**config.mk**
```make
export PLATFORM = sky130hd
export DESIGN_NAME = pwm_generador_flat
export DESIGN_NICKNAME = d
export VERILOG_FILES = /design/src/rtl/pwm_pkg.sv /design/src/rtl/pwm_generador_if.sv /design/src/rtl/pwm_contador.sv /design/src/rtl/pwm_generador.sv /design/src/flat_wrapper.sv
export SDC_FILE = /design/constraint.sdc
export NUM_CORES = 1
export LEC_CHECK = 0
export CAP_MARGIN = 20
export CORE_ASPECT_RATIO = 0.5
export CORE_MARGIN = 3
export CORE_UTILIZATION = 35
export CTS_BUF_LIST = sky130_fd_sc_hd__clkbuf_4
export DETAILED_ROUTE_END_ITERATION = 8
export SETUP_SLACK_MARGIN = 0.5
export SLEW_MARGIN = 20
export SYNTH_ARGS = -nofsm -noshare
export SYNTH_HDL_FRONTEND = slang
export SYNTH_SLANG_ARGS = --single-unit
```
**constraint.sdc**
```tcl
create_clock -name CLK -period 5.4 [get_ports CLK]
set_input_delay 0.81 -clock CLK [delete_from_list [all_inputs] [get_ports CLK]]
set_output_delay 0.81 -clock CLK [all_outputs]
set_load 0.005 [all_outputs]
```
**src/rtl/pwm_pkg.sv**
```systemverilog
// ---------------------------------------------------------------------------
// pwm_pkg
// Shared definitions for the PWM generator: channel codes, FSM state
// encodings, default timing parameters, widths and the duty clamp helper.
// ---------------------------------------------------------------------------
package pwm_pkg;

   // Widths: the period counter must hold values up to PERIODO (<= 21 bits),
   // the incoming duty word is 19 bits of which only the low 18 are used.
   localparam int CNT_W  = 21;
   localparam int PWM_W  = 19;
   localparam int DUTY_W = 18;

   // Default timing at 100 MHz: 20 ms period, 0.5 ms .. 2.5 ms servo pulse.
   localparam int unsigned PERIODO_DEF   = 2_000_000;
   localparam int unsigned SERVO_MIN_DEF = 50_000;
   localparam int unsigned SERVO_MAX_DEF = 250_000;

   // Channel codes as presented on BOTON_SEL.
   typedef enum logic [1:0] {
      SEL_NINGUNO = 2'b00,
      SEL_MR      = 2'b01,
      SEL_LED     = 2'b10,
      SEL_MDC     = 2'b11
   } sel_e;

   // FSM states; the encoding is visible on the ESTADO debug port.
   typedef enum logic [1:0] {
      APAGADO = 2'b00,
      ACTIVO  = 2'b01,
      CAMBIO  = 2'b10
   } estado_e;

   // Clamp a raw duty to the legal range of the target channel. The servo
   // is held inside its pulse window; the other channels saturate at a full
   // period, which yields a constant-high output.
   function automatic logic [CNT_W-1:0] clamp_duty(
      input sel_e              sel,
      input logic [DUTY_W-1:0] d,
      input logic [CNT_W-1:0]  periodo,
      input logic [CNT_W-1:0]  servo_min,
      input logic [CNT_W-1:0]  servo_max
   );
      logic [CNT_W-1:0] dx;
      logic [CNT_W-1:0] r;
      dx = {{(CNT_W-DUTY_W){1'b0}}, d};
      if (sel == SEL_MR) begin
         if (dx < servo_min)      r = servo_min;
         else if (dx > servo_max) r = servo_max;
         else                     r = dx;
      end else begin
         r = (dx > periodo) ? periodo : dx;
      end
      return r;
   endfunction

endpackage

```
**src/rtl/pwm_generador_if.sv**
```systemverilog
// ---------------------------------------------------------------------------
// pwm_generador_if
// Command bus from the control block to the PWM generator.
//   PWM        requested high time in clock cycles (bit 18 unused)
//   BOTON_SEL  channel code (see sel_e in pwm_pkg)
// Modports: master drives the command, slave (the generator) consumes it.
// ---------------------------------------------------------------------------
interface pwm_generador_if;
   import pwm_pkg::*;

   logic [PWM_W-1:0] PWM;
   logic [1:0]       BOTON_SEL;

   modport master (output PWM, output BOTON_SEL);
   modport slave  (input  PWM, input  BOTON_SEL);

endinterface

```
**src/rtl/pwm_contador.sv**
```systemverilog
// ---------------------------------------------------------------------------
// pwm_contador
// Free-running period counter 0 .. PERIODO-1 with a registered end-of-period
// strobe.
//   clk_i  clock
//   rst_i  synchronous, active-high reset
//   cnt_o  current count (21 bits)
//   fin_o  high exactly while cnt_o == PERIODO-1
// ---------------------------------------------------------------------------
module pwm_contador
   import pwm_pkg::*;
#(
   parameter int unsigned PERIODO = PERIODO_DEF
) (
   input  logic             clk_i,
   input  logic             rst_i,
   output logic [CNT_W-1:0] cnt_o,
   output logic             fin_o
);

   localparam logic [CNT_W-1:0] ULTIMO = CNT_W'(PERIODO - 1);

   logic [CNT_W-1:0] cnt_q, cnt_d;
   logic             fin_q, fin_d;

   // The strobe is derived from the next count so that, once registered, it
   // lines up with the cycle in which the counter shows its last value.
   always_comb begin
      cnt_d = (cnt_q == ULTIMO) ? '0 : cnt_q + CNT_W'(1);
      fin_d = (cnt_d == ULTIMO);
   end

   // NOTE: reset is synchronous here, so it lives inside the clocked branch
   // rather than in the sensitivity list.
   always_ff @(posedge clk_i) begin
      if (rst_i) begin
         cnt_q <= '0;
         fin_q <= 1'b0;
      end else begin
         // NOTE: non-blocking assignments keep every register update based on
         // the values from before the edge, independent of statement order.
         cnt_q <= cnt_d;
         fin_q <= fin_d;
      end
   end

   assign cnt_o = cnt_q;
   assign fin_o = fin_q;

endmodule

```
**src/rtl/pwm_generador.sv**
```systemverilog
// ---------------------------------------------------------------------------
// pwm_generador
// Drives one of three actuator PWM outputs (servo, DC motor, LED) from a
// duty word and channel code sampled once per period. Switching between two
// active channels inserts one full dead period with all outputs low.
//   CLK          clock
//   RST          synchronous, active-high reset
//   ctrl         command bus (PWM duty, BOTON_SEL channel), slave modport
//   SAL_MR       servo pulse output
//   SAL_MDC      DC motor PWM output
//   SAL_LED      LED PWM output
//   FIN_PERIODO  one-cycle strobe on the last cycle of each period
//   ESTADO       current FSM state (debug)
// ---------------------------------------------------------------------------
module pwm_generador
   import pwm_pkg::*;
#(
   parameter int unsigned PERIODO   = PERIODO_DEF,
   parameter int unsigned SERVO_MIN = SERVO_MIN_DEF,
   parameter int unsigned SERVO_MAX = SERVO_MAX_DEF
) (
   input  logic             CLK,
   input  logic             RST,
   pwm_generador_if.slave   ctrl,
   output logic             SAL_MR,
   output logic             SAL_MDC,
   output logic             SAL_LED,
   output logic             FIN_PERIODO,
   output logic [1:0]       ESTADO
);

   localparam logic [CNT_W-1:0] P_PER  = CNT_W'(PERIODO);
   localparam logic [CNT_W-1:0] P_SMIN = CNT_W'(SERVO_MIN);
   localparam logic [CNT_W-1:0] P_SMAX = CNT_W'(SERVO_MAX);

   // ------------------------------------------------------------------
   // Period counter
   // ------------------------------------------------------------------
   logic [CNT_W-1:0] cnt;
   logic             fin;

   pwm_contador #(
      .PERIODO (PERIODO)
   ) u_contador (
      .clk_i (CLK),
      .rst_i (RST),
      .cnt_o (cnt),
      .fin_o (fin)
   );

   // ------------------------------------------------------------------
   // Command decode
   // ------------------------------------------------------------------
   sel_e              req;
   logic [CNT_W-1:0]  duty_nuevo;
   logic              unused_pwm_msb;

   assign req            = sel_e'(ctrl.BOTON_SEL);
   assign unused_pwm_msb = ctrl.PWM[PWM_W-1];
   // The clamp follows the requested channel; a new duty is only ever loaded
   // when that request becomes (or stays) the active channel.
   assign duty_nuevo = clamp_duty(req, ctrl.PWM[DUTY_W-1:0], P_PER, P_SMIN, P_SMAX);

   // ------------------------------------------------------------------
   // FSM and output compare
   // ------------------------------------------------------------------
   estado_e          estado_q,  estado_d;
   sel_e             sel_act_q, sel_act_d;
   sel_e             sel_pend_q, sel_pend_d;
   logic [CNT_W-1:0] duty_q,    duty_d;
   logic             mr_q,  mr_d;
   logic             mdc_q, mdc_d;
   logic             led_q, led_d;
   logic             en_alto;

   always_comb begin
      // NOTE: every variable gets a default before any branch, so no path
      // leaves one unassigned and no latch can be inferred.
      estado_d   = estado_q;
      sel_act_d  = sel_act_q;
      sel_pend_d = sel_pend_q;
      duty_d     = duty_q;

      // `fin` marks the last cycle of the period, so everything below takes
      // effect on the edge that wraps the counter: the running pulse is never
      // cut short or stretched.
      if (fin) begin
         unique case (estado_q)
            APAGADO: begin
               if (req != SEL_NINGUNO) begin
                  estado_d  = ACTIVO;
                  sel_act_d = req;
                  duty_d    = duty_nuevo;
               end
            end
            ACTIVO: begin
               if (req == sel_act_q) begin
                  duty_d = duty_nuevo;
               end else if (req == SEL_NINGUNO) begin
                  estado_d = APAGADO;
               end else begin
                  estado_d   = CAMBIO;
                  sel_pend_d = req;
               end
            end
            CAMBIO: begin
               if (req == sel_pend_q) begin
                  estado_d  = ACTIVO;
                  sel_act_d = sel_pend_q;
                  duty_d    = duty_nuevo;
               end else if (req == SEL_NINGUNO) begin
                  estado_d = APAGADO;
               end else begin
                  // A different channel during dead time restarts the dead period.
                  sel_pend_d = req;
               end
            end
            default: estado_d = APAGADO;
         endcase
      end

      // Outputs use the current state and duty; only the selected channel can
      // be high, so at most one output is ever asserted.
      en_alto = (estado_q == ACTIVO) && (cnt < duty_q);
      mr_d    = en_alto && (sel_act_q == SEL_MR);
      mdc_d   = en_alto && (sel_act_q == SEL_MDC);
      led_d   = en_alto && (sel_act_q == SEL_LED);
   end

   always_ff @(posedge CLK) begin
      if (RST) begin
         estado_q   <= APAGADO;
         sel_act_q  <= SEL_NINGUNO;
         sel_pend_q <= SEL_NINGUNO;
         duty_q     <= '0;
         mr_q       <= 1'b0;
         mdc_q      <= 1'b0;
         led_q      <= 1'b0;
      end else begin
         estado_q   <= estado_d;
         sel_act_q  <= sel_act_d;
         sel_pend_q <= sel_pend_d;
         duty_q     <= duty_d;
         mr_q       <= mr_d;
         mdc_q      <= mdc_d;
         led_q      <= led_d;
      end
   end

   assign SAL_MR      = mr_q;
   assign SAL_MDC     = mdc_q;
   assign SAL_LED     = led_q;
   assign FIN_PERIODO = fin;
   assign ESTADO      = estado_q;

endmodule

```
**src/flat_wrapper.sv**
```systemverilog
// flat-port wrapper written by rule: the top's interface ports become plain ports
module pwm_generador_flat import pwm_pkg::*;
#(
   parameter int unsigned PERIODO   = PERIODO_DEF,
   parameter int unsigned SERVO_MIN = SERVO_MIN_DEF,
   parameter int unsigned SERVO_MAX = SERVO_MAX_DEF
)
  (CLK, RST, SAL_MR, SAL_MDC, SAL_LED, FIN_PERIODO, ESTADO, ctrl_PWM, ctrl_BOTON_SEL);
  pwm_generador_if ctrl_i ();
  input  logic CLK;
  input  logic RST;
  output logic SAL_MR;
  output logic SAL_MDC;
  output logic SAL_LED;
  output logic FIN_PERIODO;
  output logic [1:0] ESTADO;
  input wire logic [$bits(ctrl_i.PWM)-1:0] ctrl_PWM;
  input wire logic [$bits(ctrl_i.BOTON_SEL)-1:0] ctrl_BOTON_SEL;
  assign ctrl_i.PWM = ctrl_PWM;
  assign ctrl_i.BOTON_SEL = ctrl_BOTON_SEL;
  pwm_generador #(.PERIODO(PERIODO), .SERVO_MIN(SERVO_MIN), .SERVO_MAX(SERVO_MAX)) u_core (.CLK(CLK), .RST(RST), .ctrl(ctrl_i), .SAL_MR(SAL_MR), .SAL_MDC(SAL_MDC), .SAL_LED(SAL_LED), .FIN_PERIODO(FIN_PERIODO), .ESTADO(ESTADO));
endmodule
```
==> flow_summary.yaml <==
timing:
  tightest_slew_ps: 755
  setup_ws_ps: 2530
  fin_crit_sh: 0.532
  setup_viol: 0
  rsz0062_at_grt: "no"
  timing_hold_violations_final: 0
  relSlewSlack: 0.492
  finalSetupTns_ps: 0
  layout_min_cycle_time_ps: 2870
  finClkSkew_ps: 9.43
  drv_slew: 0
  max_freq_mhz: 348
placement:
  dp_cells: 459
  pre_cts_ws_ps: 2170
  place_congestion: 0.834
  dp_hpwl_mm: 5.07
  port_buffers: 27
synthesis:
  synthFlopType: "dfxtp_1"
  ys_async_sr_fraction: 0
  ys_types: 49
  yosys-top-cells-count: "nor2_1 (51), dfxtp_1 (49), inv_1 (28), a21oi_1 (21), ha_1 (18)"
  ys_seq_elements: 49
  syn_inst: 336
  yosys.area.top_type: "dfxtp_1"
  yosys_warnings: 0
  synthTopCellsByArea: "dfxtp_1 (35%), ha_1 (8.1%), nor2_1 (6.9%)"
  avgSynthCellArea_um2: 8.30
  yosysMostFrequentCell: "nor2_1"
  yosys.area.top_type_share: 0.352
  yosysSeqAreaShare: 0.352
  syn-cell-area_um2: 2790
  syn_nets: 377
  synth-edff-count: 0
floorplanning:
  die-area_um2: 9140
  row_count: 22
  core-area_um2: 7510
  die_x_um: 132
  io_pins: 29
  start_util: 0.371
  die_h_um: 69.1
clock_network:
  holdBufCountCts: 0
  post_cts_buffers: 0
  cts_resized: 0
  clk_pin_slew_ps: 140
  cts_sinks: 49
  clkLatencyLatePin_ps: 370
  cts_root_buf: "clkbuf_4"
  cts_tree: "built"
  cts_buffer_depth: 2
  h-tree-depth: 2
  cts_made_buffers: 5
run_status:
  status: "finished, final reports clean"
critical_path:
  cp_slowest_cell: "or4_1"
  cp_common_cell: "or4_1"
  required_ps: 5720
  path_max_fanout: 8
  cp.buffers_inverters: 1
  arrival_ps: 3190
  cp_top_family: "simple AND/OR/NAND/NOR gates"
  cp_slowest_stage_delay_ps: 480
  crit_path_cell_trace: "clkdlybuf4s50_1 -> or3_1 -> or4_1 -> a21oi_1 -> or4_1 -> nor3b_4 -> a22o_1"
  cp-end-kind: "flip-flop"
  worstSetupStartpointType: "input pin"
  path_class: "input pin to flip-flop"
pwr:
  p_per_area_nw_per_um2: 197
  p_leak_uw: 0.00118
  ir_drop_mv: 0.0916
  total_power_uw: 637
global_routing:
  overflow: 0
  antenna_found_initial: 0
  grt_max_degree: 26
  grt_pass1_vias: 2408
  track_usage: 0.151
  grt_pass1_wl_mm: 11.5
hold_path:
  min_path_type: "flip-flop to flip-flop"
cells_and_area:
  fin_nets: 399
  syn2layout_area_growth_pct: 15.7
  n_antenna_cell: 0
  fillers: 733
  fin_cells: 467
  final_core_util: 0.429
  post_route_cells_drive_above_1_share: 0.0613
route:
  drtIter0Drc: 82
  drtAntennaViolNets: 0
  drc: 0
  avgRoutedWirePerCell_um: 14.2
  drt-pass1-iter-count: 4
  vias: 2463
  wirelength_mm: 6.63
  via_per_inst: 5.27
job:
  cap_violations: 0
==> cell usage in the layout (no fill, tap or decap), drive strengths merged, types with 12 or more instances in the layout <==
cell type	instances
nor2	51
dfxtp	49
inv	28
clkdlybuf4s50	27
a21oi	22
ha	18
nand2	15
xnor2	15
nand3	12
==> cell type report <==
type | count | area (um2) | area share
sequential | 49 | 981 | 0.304
tap | 108 | 135 | 0.0419
clock buffer | 5 | 37.5 | 0.0116
multi-input combinational | 245 | 1640 | 0.507
clock inverter | 3 | 46.3 | 0.0143
timing repair buffer | 29 | 285 | 0.0884
inverter | 28 | 105 | 0.0326
==> logic make-up (layout without fill, tap and decap cells) <==
| kind of cell | after synthesis | count (layout) | share of synthesized area |
|---|---|---|---|
| compound gates | 68 | 68 | 0.174 |
| xor+xnor | 20 | 20 | 0.0628 |
| fa+ha+maj | 18 | 18 | 0.0808 |
| buf+inv | 42 | 65 | 0.0637 |
| flops | 49 | 49 | 0.352 |
| mux | 5 | 5 | 0.0184 |
| simple gates | 134 | 134 | 0.249 |
==> power by group <==
part	internal [uW]	total, uW	switching (uW)
logic	23.6	47.9	24.3
clock network	98.2	222	124
registers	364	367	3.22
==> per-stage QoR <==
stage | area [um2] | hold WS (ps)
global placement | 3140 | 468
global route | 3230 | 530
CTS | 3230 | 501
floorplan | 2790 | 436
finish | 3230 | 499
detailed placement | 3140 | 468
==> registers in the layout, indices dropped and copies added, names as in the netlist <==
| name | flops |
|---|---|
| u_core.u_contador.cnt_o | 21 |
| u_core.duty_q | 18 |
| u_core.ESTADO | 2 |
| u_core.sel_act_q | 2 |
| u_core.sel_pend_q | 2 |
| u_core.SAL_LED | 1 |
| u_core.SAL_MDC | 1 |
| u_core.SAL_MR | 1 |
| u_core.u_contador.fin_o | 1 |
==> final timing paths <==
| path | from | to | slack, ps | cells after the start |
|---|---|---|---|---|
| hold / removal | u_core.duty_q[3] | u_core.duty_q[3] | 500 | 1 |
| hold reg to reg | u_core.duty_q[3] | u_core.duty_q[3] | 500 | 1 |
| setup reg to reg | u_core.u_contador.cnt_o[0] | u_core.u_contador.fin_o | 2750 | 7 |
| setup / recovery | ctrl_PWM[13] | u_core.duty_q[1] | 2530 | 7 |
==> per-layer routing <==
| metal | GRT usage | vias up | routed length (um) |
|---|---|---|---|
| li1 | - | 1240 | - |
| met1 | 0.211 | 1149 | 3330 |
| met2 | 0.239 | 64 | 2870 |
| met3 | 0.0299 | 10 | 341 |
| met4 | 0.0403 | 0 | 98 |
| met5 | 0 | - | 0 |
No activity file was read; power rests on OpenSTA's default activity.
